<file path="config.mk">
export PLATFORM = sky130hd
export DESIGN_NAME = kbd_event_queue
export DESIGN_NICKNAME = d
export VERILOG_FILES = /design/src/rtl/kbd_event_queue.sv
export SDC_FILE = /design/constraint.sdc
export NUM_CORES = 1
export LEC_CHECK = 0
export CAP_MARGIN = 25
export CORE_UTILIZATION = 27
export DETAILED_ROUTE_END_ITERATION = 8
export PLACE_DENSITY = 0.52
export SETUP_SLACK_MARGIN = 0.1
export SLEW_MARGIN = 20
export SYNTH_ARGS = -nofsm -noshare
export SYNTH_HDL_FRONTEND = slang
export SYNTH_SLANG_ARGS = --single-unit
</file>
<file path="constraint.sdc">
create_clock -name clk -period 2.92 [get_ports clk]
set_clock_uncertainty 0.15 [all_clocks]
set_input_delay 0.584 -clock clk [delete_from_list [all_inputs] [get_ports clk]]
set_output_delay 0.584 -clock clk [all_outputs]
set_load 0.02 [all_outputs]
</file>
<file path="src/rtl/kbd_event_queue.sv">
// Keyboard event sequencer: turns the held-key level from kb_driver into discrete
// press/typematic-repeat events and queues them in a first-word-fall-through FIFO.
module kbd_event_queue #(
  parameter int DELAY_CYCLES  = 25000000,
  parameter int REPEAT_CYCLES = 12500000,
  parameter int ADDR_W        = 4
) (
  input  logic              clk,
  input  logic              rst,
  input  logic [7:0]        ascii,
  input  logic [4:0]        flags,
  input  logic              rd_en,
  input  logic              clr_ovf,
  output logic [15:0]       rd_data,
  output logic              empty,
  output logic              full,
  output logic [ADDR_W:0]   count,
  output logic              overflow
);

  localparam int              DEPTH    = 2**ADDR_W;
  localparam logic [31:0]     DLY_LAST = 32'(DELAY_CYCLES - 1);
  localparam logic [31:0]     RPT_LAST = 32'(REPEAT_CYCLES - 1);
  localparam logic [ADDR_W:0] CNT_FULL = (ADDR_W+1)'(DEPTH);

  typedef enum logic [1:0] {IDLE, DELAY, REPEAT} state_t;
  typedef struct packed {
    logic [4:0] flags;
    logic [7:0] ascii;
  } kev_t;

  state_t      state, state_nxt;
  logic [31:0] timer, timer_nxt;
  logic [7:0]  last_key, last_key_nxt;
  logic        push;

  // Event generation: new key pushes immediately, same key pushes on timer expiry.
  always_comb begin
    state_nxt    = state;
    timer_nxt    = timer;
    last_key_nxt = last_key;
    push         = 1'b0;
    case (state)
      IDLE: begin
        if (ascii != 8'd0) begin
          push         = 1'b1;
          last_key_nxt = ascii;
          timer_nxt    = '0;
          state_nxt    = DELAY;
        end
      end
      DELAY, REPEAT: begin
        if (ascii == 8'd0) begin
          state_nxt = IDLE;
          timer_nxt = '0;
        end else if (ascii != last_key) begin
          push         = 1'b1;
          last_key_nxt = ascii;
          timer_nxt    = '0;
          state_nxt    = DELAY;
        end else if (timer == ((state == DELAY) ? DLY_LAST : RPT_LAST)) begin
          push      = 1'b1;
          timer_nxt = '0;
          state_nxt = REPEAT;
        end else begin
          timer_nxt = timer + 32'd1;
        end
      end
      default: begin
        state_nxt = IDLE;
        timer_nxt = '0;
      end
    endcase
  end

  kev_t              mem [DEPTH];
  kev_t              in_ev;
  logic [ADDR_W-1:0] wr_ptr, rd_ptr;
  logic              pop, wr, drop;

  assign in_ev = {flags, ascii};
  assign empty = (count == '0);
  assign full  = (count == CNT_FULL);
  assign pop   = rd_en & ~empty;
  // A full FIFO still accepts a push when a pop frees the head slot in the same cycle.
  assign wr    = push & (~full | pop);
  assign drop  = push & full & ~pop;

  assign rd_data = empty ? 16'd0 : {3'b000, mem[rd_ptr]};

  always_ff @(posedge clk) begin
    if (rst) begin
      state    <= IDLE;
      timer    <= '0;
      last_key <= '0;
      wr_ptr   <= '0;
      rd_ptr   <= '0;
      count    <= '0;
      overflow <= 1'b0;
    end else begin
      state    <= state_nxt;
      timer    <= timer_nxt;
      last_key <= last_key_nxt;
      if (wr)  wr_ptr <= wr_ptr + 1'b1;
      if (pop) rd_ptr <= rd_ptr + 1'b1;
      case ({wr, pop})
        2'b10:   count <= count + 1'b1;
        2'b01:   count <= count - 1'b1;
        default: count <= count;
      endcase
      // A dropped push beats a simultaneous clear so no overflow goes unseen.
      if (drop)         overflow <= 1'b1;
      else if (clr_ovf) overflow <= 1'b0;
    end
  end

  always_ff @(posedge clk) begin
    if (wr) mem[wr_ptr] <= in_ev;
  end

endmodule

</file>
==> summary by stage <==
Die
The count of boundary I/O pins is 41. The die is 205 um tall. The area of the core is 40100 um2. The floorplan has 73 rows. The area of the die is 41900 um2. Measured along the x axis, the die boundary spans 205 um.

The starting density of the core is 27.7%.

Cells and area
The final-stage net count is 864. Leaving out fill and tap cells, the most frequent cell in the layout is sky130_fd_sc_hd__edfxtp_1. The filler cells instantiated in the layout total 3765. In the layout the commonest cells are 208 x sky130_fd_sc_hd__edfxtp_1, 65 x sky130_fd_sc_hd__mux4_2, 64 x sky130_fd_sc_hd__buf_4. Relative to the synthesized area, the layout overhead comes to 30.8%. The share of layout cells above drive strength 1 is 32.9%. Cells fill 36.2% of the core in the end.

0 antenna diodes ended up in the layout.

Pwr
In this run the static leakage power is 0.00482 uW. The areal power density over the cells is 733 nW/um2. Across the VDD grid, the largest voltage drop is 461 uV.

STA
The final critical path time including I/O delays and setup is 3.31 ns. Setup slack on the critical path of the routed design comes to -0.385 ns. Adding up every negative setup slack in the final design gives -4.27 ns. At the pin with the least slew margin, the transition time is 0.506 ns. Measured against its own limit, the worst slew margin works out to 66.1%. The total count of hold-check failures in the final report is 0. Setup violations remaining at the end of the flow were counted as 13.

The number of max-slew violations in the final report came to 0. The worst hold slack is 0.329 ns. The final clock period utilization by the worst path is 113%.

Timing would allow up to 303 MHz. Setup repair after global routing could not meet its margin everywhere.

Route
The wire length per cell is 20.1 um. Using the TritonRoute via totals, the vias-per-cell ratio works out to 4.70. The number of DRC markers in iteration 0 is 442. The aggregate routed wire length is 27800 um.

For this run, the detailed router's first-pass iteration total came to 7. After detailed routing, the number of remaining DRC violations is 0. The overall via count from detail_route is 6509. Once detail routing completed, the nets flagged for antenna violations numbered 0.

Place
The final weighted congestion in routability-driven placement is 0.756. During placement, the flow inserted port buffers numbering 37. The HPWL after detailed placement is 16100 um.

Synthesis
The most used flip-flop cell after synthesis is sky130_fd_sc_hd__edfxtp_1. The mapped netlist covers 11100 um2. The share of synthesized area in the top cell type comes to 56.3%. The number of library cell types mapped by synthesis is 57. In the synthesized netlist the async set-or-reset flop fraction comes to 0%. Sorting the synthesized cells by area gives the leading types as sky130_fd_sc_hd__edfxtp_1 56%, sky130_fd_sc_hd__mux4_2 13%, sky130_fd_sc_hd__dfxtp_1 11%. The top cell type by total area after synthesis is sky130_fd_sc_hd__edfxtp_1.

Averaged over all synthesized cells, the footprint is 16.1 um2. After technology mapping, the gate count stands at 690. Counting flops and latches in the post-synthesis netlist gives 268. Sequential cells were found to cover 67.1% of the synthesized design area. The number of synthesized flops with an enable pin is 208. For this run, the number of Yosys warnings is 0.

Global routing
Entering global routing, the biggest net connects 38 pins. For this run, the total global-route usage over all layers was measured as 12.7%. The via count of the first global-routing pass is 6496. The first global-routing pass estimated 40100 um of wire. The total overflow left after global routing is 0. The number of antenna violations at the first check in global routing is 0.

Critical path
In this run the critical register-to-register path is captured at mem[7][1]. The reg-to-reg startpoint is timer[25]. The logic depth of the worst register-to-register path is 8. In this run the worst path has a maximum fanout of 5.

The critical path data required time is 2.19 ns. The worst setup path is captured at an output port. STA classifies the critical path startpoint as a flop. The signal arrival time at the worst endpoint is 2.57 ns. Across all register-to-register paths, the minimum setup slack is 0.08 ns. The type of the setup path with the least slack is reg2out. Following the worst setup path forward leads to its endpoint at rd_data[0].

Worst hold path
The path category of the worst min-delay check is reg2reg. The worst hold path begins at overflow.

Run status
The checks that failed: negative setup slack. The flow ran to the end, but the final reports show violations.

Run
The max-capacitance violation count is 0.

Clock tree
At the later pin of the worst-skew pair, clock insertion delay measures 0.56 ns. The number of clock buffers added by TritonCTS is 28. No sink is reached through more buffers than the 3 on the longest clock path. The clock root buffer master is sky130_fd_sc_hd__clkbuf_16. TritonCTS built the clock tree. CTS built an H-tree with a depth of 1. The clock edge transition at the registers on the reported setup and hold paths is 0.06 ns. The TritonCTS sink count is 268.
-- per-stage QoR --
| step | instance area, um2 | total power [uW] | std cells | setup WS, ns |
|---|---|---|---|---|
| finish | 14500 | 10600 | 1384 | -0.385 |
| global route | 14500 | 11100 | 1384 | -0.458 |
| CTS | 14000 | 10400 | 1365 | -0.422 |
| detailed placement | 13000 | 6860 | 1304 | -0.524 |
| global placement | 13000 | 6850 | 1304 | -0.519 |
| floorplan | 11100 | 5770 | 692 | 0.0785 |
-- worst max-delay path, cell delays in order, from the launching register on --
cell,delay (ns)
sky130_fd_sc_hd__dfxtp_4,0.40
sky130_fd_sc_hd__buf_8,0.16
sky130_fd_sc_hd__buf_12,0.13
sky130_fd_sc_hd__mux4_2,0.52
sky130_fd_sc_hd__mux4_2,0.52
sky130_fd_sc_hd__nor2b_1,0.15
sky130_fd_sc_hd__buf_2,0.15
-- cells by family (layout without fill, tap and decap cells) --
family          Yosys count  in the layout  share of synthesized area, %
simple gates            203            203                          9.82
compound gates           53             53                          3.12
fa+ha+maj                10             10                          1.13
flops                   268            268                          67.1
other cells               1              3                        0.0338
buf+inv                  42            209                          1.65
mux                      79             79                          14.5
xor+xnor                 34             34                          2.68
-- how the worst min path moves through the flow --
stage | to | slack (ns) | cells after the start
finish | overflow | 0.33 | 2
floorplan | state[1] | 0.32 | 2
global route | overflow | 0.36 | 2
detailed placement | overflow | 0.33 | 2
global placement | overflow | 0.32 | 2
CTS | overflow | 0.34 | 2
-- power by group --
part	leakage, uW	switching [uW]	internal (uW)
clock network	0.000403	1490	1760
logic	0.00205	1390	1630
registers	0.00237	79.0	4290
-- cells in the mapped netlist (2+ instances only) --
master and number:
sky130_fd_sc_hd__edfxtp_1 208, sky130_fd_sc_hd__mux4_2 65, sky130_fd_sc_hd__dfxtp_1 60, sky130_fd_sc_hd__nor2_1 54, sky130_fd_sc_hd__nand2_1 26, sky130_fd_sc_hd__xor2_1 25, sky130_fd_sc_hd__nor2b_1 21, sky130_fd_sc_hd__and3_1 20
sky130_fd_sc_hd__clkbuf_1 20, sky130_fd_sc_hd__a21oi_1 16, sky130_fd_sc_hd__nand3_1 13, sky130_fd_sc_hd__nand4_1 12, sky130_fd_sc_hd__o21ai_0 12, sky130_fd_sc_hd__nor3_1 11, sky130_fd_sc_hd__ha_1 10, sky130_fd_sc_hd__mux2i_1 10
sky130_fd_sc_hd__nor4_1 10, sky130_fd_sc_hd__xnor2_1 9, sky130_fd_sc_hd__inv_1 8, sky130_fd_sc_hd__buf_2 7, sky130_fd_sc_hd__nand3b_1 7, sky130_fd_sc_hd__and2_1 6, sky130_fd_sc_hd__o21a_1 5, sky130_fd_sc_hd__buf_4 4
sky130_fd_sc_hd__mux2_2 4, sky130_fd_sc_hd__a31oi_1 3, sky130_fd_sc_hd__nand2b_1 3, sky130_fd_sc_hd__or2_2 3, sky130_fd_sc_hd__or3_1 3, sky130_fd_sc_hd__or4_1 3, sky130_fd_sc_hd__a2bb2oi_1 2, sky130_fd_sc_hd__and4_1 2
sky130_fd_sc_hd__buf_1 2, sky130_fd_sc_hd__nand4b_1 2, sky130_fd_sc_hd__o31ai_1 2
-- final cells by class --
| cell class | instances | area [um2] | share of cell area (%) |
|---|---|---|---|
| inverter | 8 | 30.0 | 0.207 |
| sequential | 268 | 7450 | 51.3 |
| tap | 525 | 657 | 4.52 |
| timing repair buffer | 149 | 1830 | 12.6 |
| clock inverter | 20 | 120 | 0.827 |
| multi-input combinational | 382 | 3710 | 25.6 |
| clock buffer | 32 | 716 | 4.93 |
-- metal layers --
metal | track usage [%] | wire length (um) | vias up
li1 | - | - | 3012
met1 | 17.6 | 12500 | 3327
met2 | 21.0 | 13700 | 131
met3 | 1.91 | 1070 | 39
met4 | 2.88 | 531 | 0
met5 | 0 | 0 | -
-- flip-flops by register name, indices dropped and copies added (netlist names), named ones only --
| signal | flops |
|---|---|
| mem | 208 |
| rd_ptr | 4 |
| timer | 32 |
| count | 5 |
| state | 2 |
| overflow | 1 |
| wr_ptr | 4 |
| last_key | 8 |
-- what timing repair did --
item	4_1_cts	5_1_grt
hold endpoints to repair	0	0
setup buffers	5	8
pin swaps	3	11
hold buffers	0	0
gates cloned	4	11
endpoints found under the setup margin	57	225
resized for setup	84	78
Note: power is estimated with default switching activity, not from simulation.
==> patch (same settings) <==
Re-encode `state_t` (3 states) as one-hot, 3 bits wide.
--- a/src/rtl/kbd_event_queue.sv
+++ b/src/rtl/kbd_event_queue.sv
@@ -24,5 +24,5 @@
   localparam logic [ADDR_W:0] CNT_FULL = (ADDR_W+1)'(DEPTH);
 
-  typedef enum logic [1:0] {IDLE, DELAY, REPEAT} state_t;
+  typedef enum logic [2:0] {IDLE = 3'b001, DELAY = 3'b010, REPEAT = 3'b100} state_t;
   typedef struct packed {
     logic [4:0] flags;
Check against the original RTL: same outputs for any inputs over 4 cycles, from zero or initial values and one cycle with rst high; so few cycles prove little.
==> patch against the original RTL <==
  * The flow still finishes with violations (negative setup slack)
  * Synthesized area down 0.34%
  * Sequential cell count up 1
  * Wire length down 5.4%
  * Cell count up 2.4%
  * Clock power up 13%
  * Power up 15%
  * Design area down 0.65%
  * Worst setup slack worse by 0.031 ns
  * Sequential share of layout area up 0.47 points
  * Via count down 0.51%
  * Die area down 0.34%
  * Critical path depth unchanged
  * Critical endpoint unchanged
==> patch: results <==
[synth]
yosysUniqueCellTypes = 60
synth_xor_xnor_area_share = 0.02850
fraction_of_the_mapped_netlist_area_in_adder_cells = 0.009047
synth_common_cells = sky130_fd_sc_hd__edfxtp_1 (208), sky130_fd_sc_hd__nor2_1 (66), sky130_fd_sc_hd__mux4_2 (65), sky130_fd_sc_hd__dfxtp_1 (61)
syn-instance-count = 686
synth_seq_area_share = 0.6749
netlist_top_cells_area = sky130_fd_sc_hd__edfxtp_1 (56%), sky130_fd_sc_hd__mux4_2 (13%), sky130_fd_sc_hd__dfxtp_1 (11%), sky130_fd_sc_hd__nor2_1 (2.2%), sky130_fd_sc_hd__xor2_1 (2.2%)
post_synthesis_compound_gate_area_fraction = 0.03166

[status]
status = complete, but fails checks
failed_checks = negative setup slack

[sta]
finalSetupViolations = 13
setup_slack_ns = -0.4160
worst_slew_pin_slew_ns = 0.6168
whs_ns = 0.2653
timing.setup.tns_ns = -4.820

[grt]
gr_usage_total = 0.1284
groute.layer.met1.usage = 0.1686
grt_max_degree = 39
grt_pass1_wl_um = 40500
antenna_violations_before_repair = 1
groute.layer.met2.usage = 0.2218
grt.met3_usage = 0.02009
grt_pass1_vias = 6586

[pwr]
powerClk_mw = 3.68
switching_share = 0.2894
largest_voltage_drop_on_the_vdd_net_mv = 0.4175
power_density_mw_per_mm2 = 850.2
leakage_nw = 4.910

[place]
gp_congestion = 0.7715
dp_cells = 1336
dp_worst_setup_slack_ns = -0.8364
placed_area_sq_mm = 0.01303

[worst_setup_path]
critical_path.reg2reg.endpoint = count[4]
reg2reg_slack_ns = 0.15
cp_max_fo = 7
crit_arrival_ns = 2.60
regToRegStartpoint = last_key[5]

[layout]
final_area_sq_mm = 0.01442
filler_cell_count = 3762
final-seq-area_sq_mm = 0.007475
fin_nets = 893
comb.multi_input.count = 378
layout.non_clock_buffers = 181
multiInputGateArea_sq_mm = 0.003571
nonClkBufAreaFrac = 0.1186

[min_path]
hold_path_end = last_key[4]
hp-start = ascii[4]

[clock_tree]
cts_resized = 102
postCtsSetupBuffers = 18
cts-buffers-inserted = 30

[route]
met3WireLength_um = 990
vias = 6476
drtIter0Drc = 401
met2_length_um = 13190
patch: cell types whose count changed in the layout (fill, tap and decap cells not counted), moves of 7 or more:
cell,delta
sky130_fd_sc_hd__buf_4,+53
sky130_fd_sc_hd__and3_4,-11
sky130_fd_sc_hd__nor2_1,+9
sky130_fd_sc_hd__buf_12,-7
sky130_fd_sc_hd__clkbuf_8,+7
patch: worst max path at each step:
| stage | start | cells after the start | slack (ns) | to |
|---|---|---|---|---|
| 6_report | register | 6 | -0.42 | rd_data[0] |
| 4_1_cts | register | 7 | -0.48 | rd_data[5] |
| 3_5_place_dp | ascii[5] | 12 | -0.84 | count[4] |
| 5_1_grt | register | 6 | -0.48 | rd_data[3] |
| 2_1_floorplan | timer[0] | 9 | -0.22 | mem[1][0] |
| 3_3_place_gp | ascii[5] | 12 | -0.86 | count[4] |
